[src/rtl/fetch_unit.sv]
// Instruction fetch unit: PC generation with branch-predictor steering, a
// single-outstanding memory request FSM, and a small fetch queue feeding decode.
module fetch_unit #(
  parameter logic [31:0] RESET_PC = 32'h0000_0000,
  parameter int unsigned QD       = 2
) (
  input  logic        clk,
  input  logic        rst,
  // Branch predictor lookup
  output logic [31:0] bp_addr,
  input  logic        bp_hit,
  input  logic        bp_taken,
  input  logic [31:0] bp_paddr,
  // Instruction memory
  output logic        imem_req,
  output logic [31:0] imem_addr,
  input  logic        imem_gnt,
  input  logic        imem_rvalid,
  input  logic [31:0] imem_rdata,
  // Execute-stage correction
  input  logic        redirect,
  input  logic [31:0] redirect_pc,
  // Decode queue head
  output logic        dq_valid,
  input  logic        dq_ready,
  output logic [31:0] dq_instr,
  output logic [31:0] dq_pc,
  output logic        dq_pred_taken,
  output logic [31:0] dq_pred_pc
);

  localparam int unsigned Depth    = 2 ** QD;
  localparam logic [QD:0] DepthCnt = (QD + 1)'(Depth);

  typedef enum logic [1:0] {StRun, StWait, StFlush} state_e;

  state_e        state_q, state_d;
  logic [31:0]   pc_q, pc_d;
  logic [31:0]   lat_pc_q, lat_pc_d;
  logic          lat_taken_q, lat_taken_d;
  logic [31:0]   lat_ppc_q, lat_ppc_d;
  logic [QD:0]   count_q, count_d;
  logic [QD-1:0] wr_ptr_q, wr_ptr_d;
  logic [QD-1:0] rd_ptr_q, rd_ptr_d;

  logic [31:0] instr_mem [Depth];
  logic [31:0] pc_mem    [Depth];
  logic        taken_mem [Depth];
  logic [31:0] ppc_mem   [Depth];

  logic        push, pop;
  logic        pred_taken;
  logic [31:0] pc_plus4;

  assign pred_taken = bp_hit & bp_taken;
  assign pc_plus4   = pc_q + 32'd4;  // wraps naturally at 2**32

  assign bp_addr   = pc_q;
  assign imem_addr = pc_q;
  // rst is included so no request leaks out while reset is held
  assign imem_req  = (state_q == StRun) && (count_q < DepthCnt) && rst && !redirect;

  // Head of queue; gated by count so an empty or reset queue shows zeros
  always_comb begin
    dq_valid      = (count_q != '0);
    dq_instr      = '0;
    dq_pc         = '0;
    dq_pred_taken = 1'b0;
    dq_pred_pc    = '0;
    if (dq_valid) begin
      dq_instr      = instr_mem[rd_ptr_q];
      dq_pc         = pc_mem[rd_ptr_q];
      dq_pred_taken = taken_mem[rd_ptr_q];
      dq_pred_pc    = ppc_mem[rd_ptr_q];
    end
  end

  // Next-state: FSM, PC steering, latched prediction and queue bookkeeping
  always_comb begin
    state_d     = state_q;
    pc_d        = pc_q;
    lat_pc_d    = lat_pc_q;
    lat_taken_d = lat_taken_q;
    lat_ppc_d   = lat_ppc_q;
    count_d     = count_q;
    wr_ptr_d    = wr_ptr_q;
    rd_ptr_d    = rd_ptr_q;
    push        = 1'b0;
    pop         = 1'b0;

    if (redirect) begin
      // Redirect wins: flush the queue, and drop any in-flight response
      pc_d     = {redirect_pc[31:2], 2'b00};
      count_d  = '0;
      wr_ptr_d = '0;
      rd_ptr_d = '0;
      case (state_q)
        StWait, StFlush: state_d = imem_rvalid ? StRun : StFlush;
        default:         state_d = StRun;
      endcase
    end else begin
      case (state_q)
        StRun: begin
          if (imem_req && imem_gnt) begin
            lat_pc_d    = pc_q;
            lat_taken_d = pred_taken;
            lat_ppc_d   = pred_taken ? bp_paddr : pc_plus4;
            pc_d        = pred_taken ? {bp_paddr[31:2], 2'b00} : pc_plus4;
            state_d     = StWait;
          end
        end
        StWait: begin
          if (imem_rvalid) begin
            push    = 1'b1;
            state_d = StRun;
          end
        end
        StFlush: begin
          if (imem_rvalid) state_d = StRun;
        end
        default: state_d = StRun;
      endcase

      // Push never overflows: a request is only issued when a slot is free
      pop = dq_valid && dq_ready;
      if (push) wr_ptr_d = wr_ptr_q + QD'(1);
      if (pop)  rd_ptr_d = rd_ptr_q + QD'(1);
      if (push && !pop)      count_d = count_q + (QD + 1)'(1);
      else if (pop && !push) count_d = count_q - (QD + 1)'(1);
    end
  end

  // Control state with asynchronous active-low reset
  always_ff @(posedge clk or negedge rst) begin
    if (!rst) begin
      state_q     <= StRun;
      pc_q        <= {RESET_PC[31:2], 2'b00};
      lat_pc_q    <= '0;
      lat_taken_q <= 1'b0;
      lat_ppc_q   <= '0;
      count_q     <= '0;
      wr_ptr_q    <= '0;
      rd_ptr_q    <= '0;
    end else begin
      state_q     <= state_d;
      pc_q        <= pc_d;
      lat_pc_q    <= lat_pc_d;
      lat_taken_q <= lat_taken_d;
      lat_ppc_q   <= lat_ppc_d;
      count_q     <= count_d;
      wr_ptr_q    <= wr_ptr_d;
      rd_ptr_q    <= rd_ptr_d;
    end
  end

  // Queue storage; contents only matter once counted, so no reset needed
  always_ff @(posedge clk) begin
    if (push) begin
      instr_mem[wr_ptr_q] <= imem_rdata;
      pc_mem[wr_ptr_q]    <= lat_pc_q;
      taken_mem[wr_ptr_q] <= lat_taken_q;
      ppc_mem[wr_ptr_q]   <= lat_ppc_q;
    end
  end

endmodule

[config.mk]
export PLATFORM = sky130hd
export DESIGN_NAME = fetch_unit
export DESIGN_NICKNAME = d
export VERILOG_FILES = /design/src/rtl/fetch_unit.sv
export SDC_FILE = /design/constraint.sdc
export NUM_CORES = 1
export LEC_CHECK = 0
export BUFFER_PORTS_ARGS = -buffer_cell sky130_fd_sc_hd__buf_2
export CORE_AREA = 3 3 222 170
export CTS_CLUSTER_SIZE = 28
export DETAILED_ROUTE_END_ITERATION = 10
export DIE_AREA = 0 0 225 173
export PLACE_DENSITY = 0.77
export SLEW_MARGIN = 20
export SYNTH_ARGS = -nofsm -noshare
export SYNTH_HDL_FRONTEND = slang
export SYNTH_SLANG_ARGS = --single-unit
[constraint.sdc]
create_clock -name clk -period 5.6 [get_ports clk]
set_clock_uncertainty 0.05 [all_clocks]
set_input_delay 0 -clock clk [delete_from_list [all_inputs] [get_ports clk]]
set_output_delay 0 -clock clk [all_outputs]
set_load 0.02 [all_outputs]
; After elaboration in Yosys (flattened, before gate mapping)
; Memories as Yosys holds them, arrays and structs flattened.
; Index checks and enable logic that the tools add are counted.
[totals]
reg_bits = 106
ram_bits = 388
in_bits = 104
output_inout_bits = 163
wordCells = 73
n_memories = 4
[op_classes]
add_sub_neg = 5
order_cmp = 1
n_eq_ne = 4
mux = 28
bitwise = 2
reduce_logical = 21
[mem_list]
columns = name, depth, word_bits, rd, rd_ports_with_merged_regs, write_ports, line
row1 = instr_mem, 4, 32, 1, 0, 1, 46  ; logic [31:0] instr_mem [Depth];
row2 = pc_mem, 4, 32, 1, 0, 1, 47  ; logic [31:0] pc_mem [Depth];
row3 = ppc_mem, 4, 32, 1, 0, 1, 49  ; logic [31:0] ppc_mem [Depth];
row4 = taken_mem, 4, 1, 1, 0, 1, 48  ; logic taken_mem [Depth];
[op_table]
columns = op, count
row1 = $mux 32, 8
row2 = $add 32x3->32 const B, 1
row3 = $mux 2, 9
row4 = $mux 3, 3
row5 = $reduce_bool 2->1, 4
row6 = $logic_and 1x1->1, 7
row7 = $mux 1, 7
row8 = $reduce_bool 3->1, 2
row9 = $add 2x1->2 const B, 2
row10 = $pmux 2 s2, 1
row11 = $reduce_and 2->1, 2
row12 = $add 3x1->3 const B, 1
row13 = $logic_not 1->1, 3
row14 = $lt 3x3->1 const B, 1
row15 = $ne 3x1->1 const B, 1
row16 = $ne 3x2->1 const B, 1
row17 = $reduce_and 3->1, 1
row18 = $sub 3x1->3 const B, 1
row19 = $eq 2x1->1 const B, 1
row20 = $eq 2x2->1 const B, 1
row21 = $logic_not 2->1, 1
row22 = $reduce_or 2->1, 1
row23 = $and 1x1->1, 1
row24 = $not 1->1, 1

; Longest topological paths before layout
[depth]
depth_word = 8
depth_mapped = 10
depth_no_buf = 9

; Worst setup path before layout
; No wires, ideal clock.
[synth_path]
path_kind = register -> register
from = reg state_q[1]
to = mem instr_mem[0][0] (enable)
setup_ps = 465
arrival_time_ps = 3128
required_time_ps = 5085
setup_slack_ps = 1957
path_stages_with_launch = 6
path_buffers = 0
period_less_slack_ps = 3643
cell_sequence = dfrtp_1 inv_1 ha_1 nand2_1 nor2_1 and2_1
[synth_via]
elab_chain_cells = 6
[synth_lines]
columns = item, line
row1 = start: declaration, 37  ; state_e state_q, state_d;
row2 = start signal: assignment, 136  ; state_q <= StRun;
row3 = start signal: assignment, 145  ; state_q <= state_d;
row4 = $eq 2x1->1, 102  ; case (state_q)
row5 = $mux 1, 102
row6 = $mux 1 (2 in a row), 91  ; if (redirect) begin
row7 = $mux 1, 158  ; if (push) begin
row8 = $mux 1 (implied by the code), 159  ; instr_mem[wr_ptr_q] <= imem_rdata;
row9 = end: declaration, 46
; Every way passes these cells. The select of a mux whose other input is x is not followed.

; Worst setup path after layout
[layout_path]
from = reg state_q[0]
to = reg pc_q[29] (netlist: bp_addr[29])
[layout_via]
elab_chain_cells = 7
word_cells_on_any_way = 8
classes_between = reduce/logical: 8
[layout_lines]
columns = item, line
row1 = $logic_not 2->1 *, "61, 102"
row2 = $logic_and 1x1->1 (3 in a row), 61  ; assign imem_req = (state_q == StRun) && (count_q < DepthCnt) && rst && !redirect;
row3 = $logic_and 1x1->1, 104  ; if (imem_req && imem_gnt) begin
row4 = $reduce_bool 2->1 (no line), n/a
row5 = $reduce_and 2->1 (no line) *, n/a
row6 = end signal: assignment, 137  ; pc_q <= {RESET_PC[31:2], 2'b00};
row7 = end signal: assignment, 146  ; pc_q <= pc_d;
row8 = end: declaration, 38  ; logic [31:0] pc_q, pc_d;
; Mark *: on every way between the ends. The rest lies on a longest branch, timed or not.
; A chain may end at the register's enable or synchronous reset.

==> results.toml <==
[timing]
rsz0062_at_grt = "no"
period_share = 0.7067
setup_violations = 0
layout_setup_ws_ns = 1.642
layout_min_cycle_time_ns = 3.958
relSlewSlack = 0.2968
timing_hold_violations_final = 0
report.final.slew_viol_count = 0
worst_pin_slew_ns = 1.055
max_freq_mhz = 252.7
setup_tns_ns = 0

[clock_tree]
numCtsBuffers = 45
cts_tree = "done"
cts-resized-gates = 0
htree_levels = 2
clk_pin_slew_ns = 0.06
clockBufferDepth = 3
cts_root_buf = "clkbuf_16"
cts.sinks = 482
clk_latency_ns = 0.55

[final_layout]
drive_above_1_share = 0.2805
syn_to_final_growth_pct = 21.98
fillerInstances = 2347
finalNetCount = 1723
layout.cells.non_filler = 2114

[yosys]
synth_adder_area_share = 0.005405
synth.avg_cell_area_um2 = 15.84
yosys.area.top_type_share = 0.5732
synth.area.top_cells = "edfxtp_1 57%, dfrtp_1 13%, mux4_2 11%"
synthSimpleGateAreaFrac = 0.1030
yosys_warnings = 0
ys_ff_latch = 482
synth-async-reset-ratio = 0.2116
syn_area_um2 = 19910
synth_compound_area_frac = 0.04117
seq_area_frac_synth = 0.7014
yosysUniqueCellTypes = 64
synth_top_family_by_area = "multiplexers"
synth_xor_area_frac = 0.009239
synth_edf_count = 380
ys.flop_type = "edfxtp_1"
netlist_instances = 1257
yosysTopAreaCell = "edfxtp_1"
muxShareOfSynthArea = 0.1075

[setup_path]
cp_top_family = "buffers and inverters"
endpoint_kind = "flop"
worstPathRequired_ns = 6.04
cp_common_cell = "dlygate4sd3_1"
cp-start-kind = "flop"
crit_slowest_cell = "nor3_2"
worstPathArrival_ns = 4.40
critical-path-max-stage-delay_ns = 0.73
cp_cell_sequence = "inv_1 -> ha_1 -> nand4b_1 -> buf_4 -> nor3_2 -> nand2_1 -> and3_1 -> dlygate4sd3_1 -> a221oi_1 -> dlygate4sd3_1"
worstSetupPathType = "reg -> reg"
crit_fanout = 21
cp_num_buf_inv = 4

[global_routing]
antenna_found_initial = 2
grt_pass1_vias = 12821
grt_start_max_net_pins = 101
grt_usage = 0.2549
grt_pass1_wl_mm = 75.61
grt_overflow_total = 0

[drt]
drt_pre_antenna_iters = 5
drc_errors = 0
via_count = 12461
post_drt_via_cell_ratio = 5.895
routedWlPerCell_um = 23.34
drt_wl_total_mm = 49.35
ant_nets = 0
drt_iter0_drc = 1252

[power_and_ir_drop]
p_per_area_nw_per_um2 = 441.6
p_leak_uw = 0.009171
vdd_drop_max_mv = 0.3308
fin_total_pwr_uw = 10720

[die]
ios = 267
initial_core_util = 0.5582
fp.dieH_um = 173
die-area_um2 = 38930
std_cell_rows = 60
die_w_um = 225
core_um2 = 35660

[place]
dpl.hpwl_mm = 28.51
dp.cells = 1890
port_buffers = 258
routabilityCongestion = 0.8737
dpl_worst_slack_ns = 2.607

[run_status]
outcome = "finished, final reports clean"

[hold_path]
hold_class = "in -> reg"

[job]
cap_violations = 0
-- Yosys cell counts (11+ instances only) --
cell      number
nand2_1      151
dfrtp_1      102
o21ai_0       33
a21oi_1       29
xnor2_1       11
buf_2         18
clkbuf_1      42
and2_1       107
nor2_1        37
edfxtp_1     380
nor3_1        11
nand4_1       14
nand3_1       39
buf_4         41
buf_1         11
mux4_2        95
a21o_1        11
-- per-stage QoR --
stage	util	hold slack, ns	cell area (um^2)
floorplan	-	-0.3456	19930
global placement	0.5997	-0.07042	21380
detailed placement	0.5997	-0.06683	21380
CTS	0.6808	0.03219	24280
global route	0.6809	0.09714	24280
finish	0.6809	0.07600	24280
-- layer usage --
layer | vias up | part of all wire | GRT usage
li1 | 5437 | - | -
met1 | 6206 | 0.39 | 0.3491
met2 | 689 | 0.48 | 0.4100
met3 | 129 | 0.093 | 0.05601
met4 | 0 | 0.032 | 0.08999
met5 | - | 0 | 0
-- worst paths after layout --
path                                      end          from  cells after the start  slack [ns]
worst min-delay path               state_q[1]      imem_gnt                      4        0.08
min in group asynchronous         bp_addr[10]           rst                      4        0.51
max in group asynchronous       lat_ppc_q[21]           rst                      4        3.98
worst max-delay path              bp_addr[29]    state_q[0]                     10        1.64
worst min register to register  ppc_mem[0][1]  lat_ppc_q[1]                      0        0.46
worst max register to register    bp_addr[29]    state_q[0]                     10        1.64
-- sequential cells by signal, summed over array words and instances, names as in the netlist, 3 cells and up --
| register | count |
|---|---|
| bp_addr | 30 |
| count_q | 3 |
| instr_mem | 128 |
| lat_pc_q | 30 |
| lat_ppc_q | 32 |
| pc_mem | 120 |
| ppc_mem | 128 |
| taken_mem | 4 |
-- worst register-to-register path, cell delays in order (launching register included) --
cell	delay (ns)
dfrtp_1	0.40
inv_1	0.09
ha_1	0.24
nand4b_1	0.33
buf_4	0.38
nor3_2	0.73
nand2_1	0.13
and3_1	0.17
dlygate4sd3_1	0.55
a221oi_1	0.24
dlygate4sd3_1	0.58
-- cell families after synthesis --
logic type,Yosys count
mux,95
other cells,1
compound gates,125
flops,482
fa+ha+maj,8
buf+inv,123
simple gates,402
xor+xnor,21
-- cell usage in the layout, fill, tap and decap left out, drive strengths merged, types with 5 or more instances in the layout --
cell and n:
and2 107, inv 10, o211ai 9, and3 9, mux4 95, nor3 12
edfxtp 380, nand4 15, clkbuf 63, or4 7, dlygate4sd3 138, a21oi 29
nor2 37, xnor2 11, nand2 151, a21o 11, conb 6, o21ai 35
xor2 10, nor4 5, clkinv 14, nand3 40, ha 7, buf 277
dfrtp 102
-- report_power, final --
part / internal [uW] / switching [uW] / leakage (uW)
sequential: 4410 / 541 / 0.00471
combinational: 1150 / 1560 / 0.00373
clock: 1790 / 1270 / 0.000733
total: 7350 / 3370 / 0.00917
-- what timing repair did --
item	in CTS	in global routing
buffers inserted	0	0
hold endpoints to repair	230	0
hold buffers	139	0
-- cell type report --
type | count | area, um^2 | area share
timing repair buffer | 415 | 2843 | 0.1171
sequential | 482 | 13970 | 0.5754
tap | 465 | 581.8 | 0.02396
clock inverter | 20 | 205.2 | 0.008451
inverter | 10 | 37.54 | 0.001546
clock buffer | 63 | 1286 | 0.05297
multi-input combinational | 657 | 5353 | 0.2204
antenna | 2 | 5.005 | 0.0002061
Power figures use the tool's default switching activity.
